<file path="config.mk">
export PLATFORM = sky130hd
export DESIGN_NAME = byte_write_sdpram_pipe
export DESIGN_NICKNAME = d
export VERILOG_FILES = /design/src/rtl/byte_write_ram_pkg.sv /design/src/rtl/byte_write_ram_core.sv /design/src/rtl/byte_write_sdpram_pipe.sv
export SDC_FILE = /design/constraint.sdc
export NUM_CORES = 1
export LEC_CHECK = 0
export CAP_MARGIN = 20
export CORE_MARGIN = 4
export CORE_UTILIZATION = 40
export DETAILED_ROUTE_END_ITERATION = 12
export GPL_TIMING_DRIVEN = 0
export PLACE_DENSITY = 0.61
export SYNTH_ARGS = -nofsm -noshare
export SYNTH_HDL_FRONTEND = slang
export SYNTH_SLANG_ARGS = --single-unit
export TNS_END_PERCENT = 5
</file>
<file path="constraint.sdc">
create_clock -name clk -period 3.4 [get_ports clk]
set_clock_uncertainty 0.15 [all_clocks]
set_input_delay 0.51 -clock clk [delete_from_list [all_inputs] [get_ports clk]]
set_output_delay 0.51 -clock clk [all_outputs]
set_load 0.05 [all_outputs]
</file>
<file path="src/rtl/byte_write_ram_pkg.sv">
// Shared types and address-geometry helpers for the byte-write simple dual-port RAM.
package byte_write_ram_pkg;

    typedef enum logic {
        READ_FIRST  = 1'b0,
        WRITE_FIRST = 1'b1
    } rdw_mode_e;

    function automatic int unsigned lane_count(input int unsigned data_width,
                                               input int unsigned byte_width);
        return data_width / byte_width;
    endfunction

    // Byte-offset bits below the word index.
    function automatic int unsigned lane_addr_bits(input int unsigned data_width,
                                                   input int unsigned byte_width);
        return $clog2(data_width / byte_width);
    endfunction

    function automatic int unsigned word_idx_bits(input int unsigned depth);
        return $clog2(depth);
    endfunction

endpackage

</file>
<file path="src/rtl/byte_write_ram_core.sv">
// Storage array with per-lane write and an enabled, registered read port (no reset).
module byte_write_ram_core
    import byte_write_ram_pkg::*;
#(
    parameter int unsigned DEPTH      = 32,
    parameter int unsigned DATA_WIDTH = 32,
    parameter int unsigned BYTE_WIDTH = 8
) (
    input  logic                             clk,
    input  logic                             we,
    input  logic [$clog2(DEPTH)-1:0]         waddr,
    input  logic [DATA_WIDTH-1:0]            wdata,
    input  logic [DATA_WIDTH/BYTE_WIDTH-1:0] wstrb,
    input  logic                             re,
    input  logic [$clog2(DEPTH)-1:0]         raddr,
    output logic [DATA_WIDTH-1:0]            rdata
);

    localparam int unsigned LANES = lane_count(DATA_WIDTH, BYTE_WIDTH);

    logic [DATA_WIDTH-1:0] mem [DEPTH];

    // Read sees the pre-write contents on a same-edge collision.
    always_ff @(posedge clk) begin
        if (we) begin
            for (int unsigned l = 0; l < LANES; l++) begin
                if (wstrb[l]) begin
                    mem[waddr][l*BYTE_WIDTH +: BYTE_WIDTH] <= wdata[l*BYTE_WIDTH +: BYTE_WIDTH];
                end
            end
        end
        if (re) begin
            rdata <= mem[raddr];
        end
    end

endmodule

</file>
<file path="src/rtl/byte_write_sdpram_pipe.sv">
// Byte-strobed simple dual-port RAM with a valid/ready read pipeline of 1 or 2 stages.
module byte_write_sdpram_pipe
    import byte_write_ram_pkg::*;
#(
    parameter int unsigned ADDR_DEPTH   = 32,
    parameter int unsigned ADDR_WIDTH   = 32,
    parameter int unsigned DATA_WIDTH   = 32,
    parameter int unsigned BYTE_WIDTH   = 8,
    parameter int unsigned READ_LATENCY = 1,
    parameter rdw_mode_e   RDW_MODE     = READ_FIRST
) (
    input  logic                             clk,
    input  logic                             rst_n,
    input  logic                             wr_en,
    input  logic [ADDR_WIDTH-1:0]            wr_address,
    input  logic [DATA_WIDTH-1:0]            wr_data,
    input  logic [DATA_WIDTH/BYTE_WIDTH-1:0] wr_strb,
    input  logic                             rd_req_valid,
    output logic                             rd_req_ready,
    input  logic [ADDR_WIDTH-1:0]            rd_address,
    output logic                             rd_resp_valid,
    input  logic                             rd_resp_ready,
    output logic [DATA_WIDTH-1:0]            rd_data,
    output logic                             rd_error
);

    localparam int unsigned LANES = lane_count(DATA_WIDTH, BYTE_WIDTH);
    localparam int unsigned LSB   = lane_addr_bits(DATA_WIDTH, BYTE_WIDTH);
    localparam int unsigned IW    = word_idx_bits(ADDR_DEPTH);
    localparam int unsigned HI    = LSB + IW;

    logic [IW-1:0]         wr_idx;
    logic [IW-1:0]         rd_idx;
    logic                  wr_oor;
    logic                  rd_oor;
    logic                  mem_we;
    logic                  rd_accept;
    logic                  byp_hit;
    logic [DATA_WIDTH-1:0] wr_mask;
    logic [DATA_WIDTH-1:0] mem_q;

    logic                  s1_valid;
    logic                  s1_err;
    logic [DATA_WIDTH-1:0] s1_byp_mask;
    logic [DATA_WIDTH-1:0] s1_byp_data;
    logic [DATA_WIDTH-1:0] s1_data;

    logic                  out_valid;
    logic                  out_err;
    logic [DATA_WIDTH-1:0] out_data;

    assign wr_idx = wr_address[HI-1:LSB];
    assign rd_idx = rd_address[HI-1:LSB];

    if (ADDR_WIDTH > HI) begin : g_range
        assign wr_oor = |wr_address[ADDR_WIDTH-1:HI];
        assign rd_oor = |rd_address[ADDR_WIDTH-1:HI];
    end else begin : g_full_range
        assign wr_oor = 1'b0;
        assign rd_oor = 1'b0;
    end

    if (LSB > 0) begin : g_lane_bits
        logic unused_lane_bits;
        assign unused_lane_bits = ^{wr_address[LSB-1:0], rd_address[LSB-1:0]};
    end

    assign mem_we    = wr_en & ~wr_oor & rst_n;
    assign rd_accept = rd_req_valid & rd_req_ready & rst_n;
    assign byp_hit   = (RDW_MODE == WRITE_FIRST) && mem_we && !rd_oor && (wr_idx == rd_idx);

    always_comb begin
        wr_mask = '0;
        for (int unsigned l = 0; l < LANES; l++) begin
            wr_mask[l*BYTE_WIDTH +: BYTE_WIDTH] = {BYTE_WIDTH{wr_strb[l]}};
        end
    end

    byte_write_ram_core #(
        .DEPTH      (ADDR_DEPTH),
        .DATA_WIDTH (DATA_WIDTH),
        .BYTE_WIDTH (BYTE_WIDTH)
    ) u_core (
        .clk   (clk),
        .we    (mem_we),
        .waddr (wr_idx),
        .wdata (wr_data),
        .wstrb (wr_strb),
        .re    (rd_accept),
        .raddr (rd_idx),
        .rdata (mem_q)
    );

    // Stage 1 is the core's read register; the collision lanes ride alongside it
    // and are merged on the way out, so a stalled entry never sees later writes.
    always_ff @(posedge clk or negedge rst_n) begin
        if (!rst_n) begin
            s1_valid    <= 1'b0;
            s1_err      <= 1'b0;
            s1_byp_mask <= '0;
            s1_byp_data <= '0;
        end else if (rd_req_ready) begin
            s1_valid    <= rd_accept;
            s1_err      <= rd_accept & rd_oor;
            s1_byp_mask <= (rd_accept && byp_hit) ? wr_mask : '0;
            s1_byp_data <= wr_data;
        end
    end

    assign s1_data = s1_err ? '0 : ((mem_q & ~s1_byp_mask) | (s1_byp_data & s1_byp_mask));

    if (READ_LATENCY == 2) begin : g_lat2
        logic                  s2_valid;
        logic                  s2_err;
        logic [DATA_WIDTH-1:0] s2_data;
        logic                  s2_free;

        assign s2_free      = ~s2_valid | rd_resp_ready;
        assign rd_req_ready = ~s1_valid | s2_free;

        always_ff @(posedge clk or negedge rst_n) begin
            if (!rst_n) begin
                s2_valid <= 1'b0;
                s2_err   <= 1'b0;
                s2_data  <= '0;
            end else if (s2_free) begin
                s2_valid <= s1_valid;
                s2_err   <= s1_err;
                s2_data  <= s1_data;
            end
        end

        assign out_valid = s2_valid;
        assign out_err   = s2_err;
        assign out_data  = s2_data;
    end else begin : g_lat1
        assign rd_req_ready = ~s1_valid | rd_resp_ready;
        assign out_valid    = s1_valid;
        assign out_err      = s1_err;
        assign out_data     = s1_data;
    end

    assign rd_resp_valid = out_valid;
    assign rd_error      = out_valid & out_err;
    assign rd_data       = out_valid ? out_data : '0;

endmodule

</file>
==> flow_metrics.env <==
export IMPL_die_h_um=331
export IMPL_syn_area_per_cell_sq_um=16.9
export IMPL_drive_above_1_share_pct=11.1
export IMPL_core_area_sq_mm=0.104
export IMPL_worstHoldPathType="primary input to flop"
export IMPL_post_route_period_util_pct=99.5
export IMPL_synthToLayoutAreaGrowth_pct=17.1
export IMPL_power_density_mw_per_mm2=558
export IMPL_crit_arrival_ns=3.53
export IMPL_final_nets=2852
export IMPL_drt_wl_total_um=114000
export IMPL_max_cap_viol_count=0
export IMPL_critPathLaunchType="primary input"
export IMPL_end_kind="flop"
export IMPL_seq_power_share_pct=52.7
export IMPL_insertion_delay_ns=0.69
export IMPL_clkTransAtPathRegs_ns=0.06
export IMPL_max_freq_ghz=0.296
export IMPL_maxSlewViolCount=0
export IMPL_vias=23400
export IMPL_via_per_inst=5.57
export IMPL_finalSetupViolations=0
export IMPL_yosysTopAreaCellShare_pct=75.9
export IMPL_grt_antenna_before_repair=2
export IMPL_irDropWorstVdd_mv=0.390
export IMPL_die_x_um=331
export IMPL_wire_per_inst_um=27.1
export IMPL_finalPower_mw=27.3
export IMPL_ys_seq_area_share_pct=76.0
export IMPL_drc=0
export IMPL_drtAntennaViolNets=0
export IMPL_drtIter0Drc=2524
export IMPL_whs_ns=0.302
export IMPL_clock_sinks=1058
export IMPL_synth_area_leaders="edfxtp_1 (76%), mux2i_1 (12%), a22oi_1 (1.7%)"
export IMPL_rows=118
export IMPL_maxSlewHeadroom_pct=28.0
export IMPL_drt_first_pass_iters=6
export IMPL_grt_pass1_wl_um=161000
export IMPL_finalHoldViolCount=0
export IMPL_synth_area_sq_mm=0.0418
export IMPL_regToRegStartpoint="rd_resp_valid"
export IMPL_clock_power_share_pct=41.1
export IMPL_cts_root_buffer="clkbuf_16"
export IMPL_yosysWarnings=0
export IMPL_clockBufferDepth=3
export IMPL_numCtsBuffers=105
export IMPL_hpwl_um=80700
export IMPL_syn_num_nets=2576
export IMPL_grt_usage_pct=20.1
export IMPL_setup_slack_ns=0.0180
export IMPL_layoutNonFillerInstCount=4207
export IMPL_dpl_cell_count=4010
export IMPL_place_gp_congestion=0.884
export IMPL_status="finished, final reports clean"
export IMPL_crit_end="u_core.mem[24][27]"
export IMPL_htree_levels=3
export IMPL_leakage_nw=16.8
export IMPL_port_buffers=134
export IMPL_p_sw_mw=5.89
export IMPL_worstSetupPathType="primary input to flop"
export IMPL_grt_max_degree=33
export IMPL_worst_slew_pin_slew_ns=1.08
export IMPL_r2r_slack_ns=1.42
export IMPL_critPathMaxFanout=10
export IMPL_cts_tree="built"
export IMPL_post_place_ws_ns=-1.24
export IMPL_critical_path_required_ns=3.55
export IMPL_combPwrFrac_pct=6.3
export IMPL_rr_endpoint="u_core.rdata[15]"
export IMPL_fin_crit_ns=3.38
export IMPL_die_area_sq_mm=0.110
export IMPL_synthDistinctLibCells=29
export IMPL_fillers=8741
export IMPL_ys_ff_latch=1058
export IMPL_yosys_area_top_type="edfxtp_1"
export IMPL_intPower_mw=21.4
export IMPL_initial_core_util_pct=40.3
export IMPL_finalSetupTns_ns=0
export IMPL_reg2regPathDepth=3
export IMPL_rsz0062_at_grt="true"
export IMPL_ios=140
export IMPL_synth_cells=2471
export IMPL_crit_path_start="rst_n"
export IMPL_globalRoute_totalOverflow=0
export IMPL_grt_pass1_vias=23400
export IMPL_switching_share_pct=21.6
[sequential cells by signal, indices dropped and copies added, names as in the netlist]
name,count
out_err,1
rd_resp_valid,1
u_core.mem,1024
u_core.rdata,32
[placed cells by master (no fill, tap or decap), types with 3 or more instances in the layout]
cell	n
buf_8	15
nand3_1	98
clkbuf_2	6
buf_16	15
a31oi_1	32
buf_6	17
clkdlybuf4s50_1	104
nand2_1	136
and2_1	35
nor2_1	106
edfxtp_1	1056
clkdlybuf4s15_1	5
clkinv_2	16
dlygate4sd2_1	10
nand2b_1	3
nor2_2	27
clkbuf_1	76
clkbuf_16	109
buf_1	3
nor3_1	35
bufinv_16	9
clkinv_1	16
a22o_1	64
a22oi_1	96
buf_2	43
nor2b_1	4
nor4_1	9
a21oi_1	96
mux2i_1	512
buf_4	31
clkdlybuf4s15_2	10
nor3b_1	3
[how the worst min path moves through the flow]
stage / slack [ns] / depth (start not counted) / from / to
5_1_grt: 0.32 / 3 / rd_req_valid / rd_resp_valid
3_3_place_gp: 0.42 / 2 / out_err / out_err
6_report: 0.30 / 3 / rd_req_valid / rd_resp_valid
4_1_cts: 0.27 / 3 / rd_req_valid / rd_resp_valid
3_5_place_dp: 0.43 / 2 / out_err / out_err
2_1_floorplan: 0.06 / 0 / rst_n / out_err
[timing repair]
action / 4_1_cts / 5_1_grt
pin swaps: 0 / 0
gates resized for setup: 65 / 31
setup buffers: 0 / 0
endpoints found under the hold margin: 2 / 0
hold buffers: 1 / 0
endpoints found under the setup margin: 1017 / 107
[synthesized netlist by cell type, drive strengths merged]
cell type and number:
and3 1, mux2i 512, dfrtp 2, clkbuf 52, nor2 133, nand3 98, nor3b 3, nor2b 6
and2 35, nor4b 2, and3b 2, a31oi 32, nand4 2, a21oi 96, o21ai 2, edfxtp 1056
a22oi 96, nand2 136, nor4 9, buf 92, a22o 64, inv 1, nand2b 3, or2 1
nor3 35
[stage by stage]
step                      utilization [%]  cell area [sq um]
after floorplan                         -              41800
after detailed placement             43.8              45400
final                                47.2              48900
after CTS                            47.0              48700
after global routing                 47.2              48900
after global placement               43.3              44900
[metal layers]
metal | wire (um) | vias up | global-route usage [%]
met5 | 135 | - | 0.868
met1 | 46700 | 11900 | 27.0
met2 | 54200 | 1084 | 32.7
li1 | - | 10200 | -
met4 | 3650 | 4 | 6.89
met3 | 9410 | 217 | 4.21
[area by class of cell]
type	instances	area, sq um	area share (%)
Buffer	144	840	1.72
Clock buffer	135	2780	5.68
Multi-Input combinational cell	1268	9270	18.9
Timing Repair Buffer	169	2050	4.18
Clock inverter	50	515	1.05
Inverter	1	3.75	0.00767
Sequential cell	1058	31800	64.9
Antenna cell	2	5.00	0.0102
Tap cell	1380	1730	3.53
[power groups by stage]
stage          Combinational, mW  Clock [mW]  Sequential, mW
2_1_floorplan              0.813           0            14.7
3_3_place_gp                1.59           0            14.7
3_5_place_dp                1.69           0            14.7
4_1_cts                     1.69        11.3            14.4
5_1_grt                     1.80        11.9            14.4
6_report                    1.72        11.2            14.4
[critical path: stages]
cell	delay (ns)
clkdlybuf4s50_1	0.50
nor4b_1	0.33
nand4_1	0.16
nor2_2	0.57
nand2_1	0.40
buf_2	0.31
nor2_1	0.75
[logic make-up (layout without fill, tap and decap cells)]
family          count (synthesis)  count (layout)  share of synthesized area, %
mux                           512             512                          12.3
flops                        1058            1058                          76.0
buf+inv                       145             499                          2.01
simple gates                  466             466                          5.00
other cells                     0               2                             0
compound gates                290             290                          4.72
(Power assumes the default switching activity.)
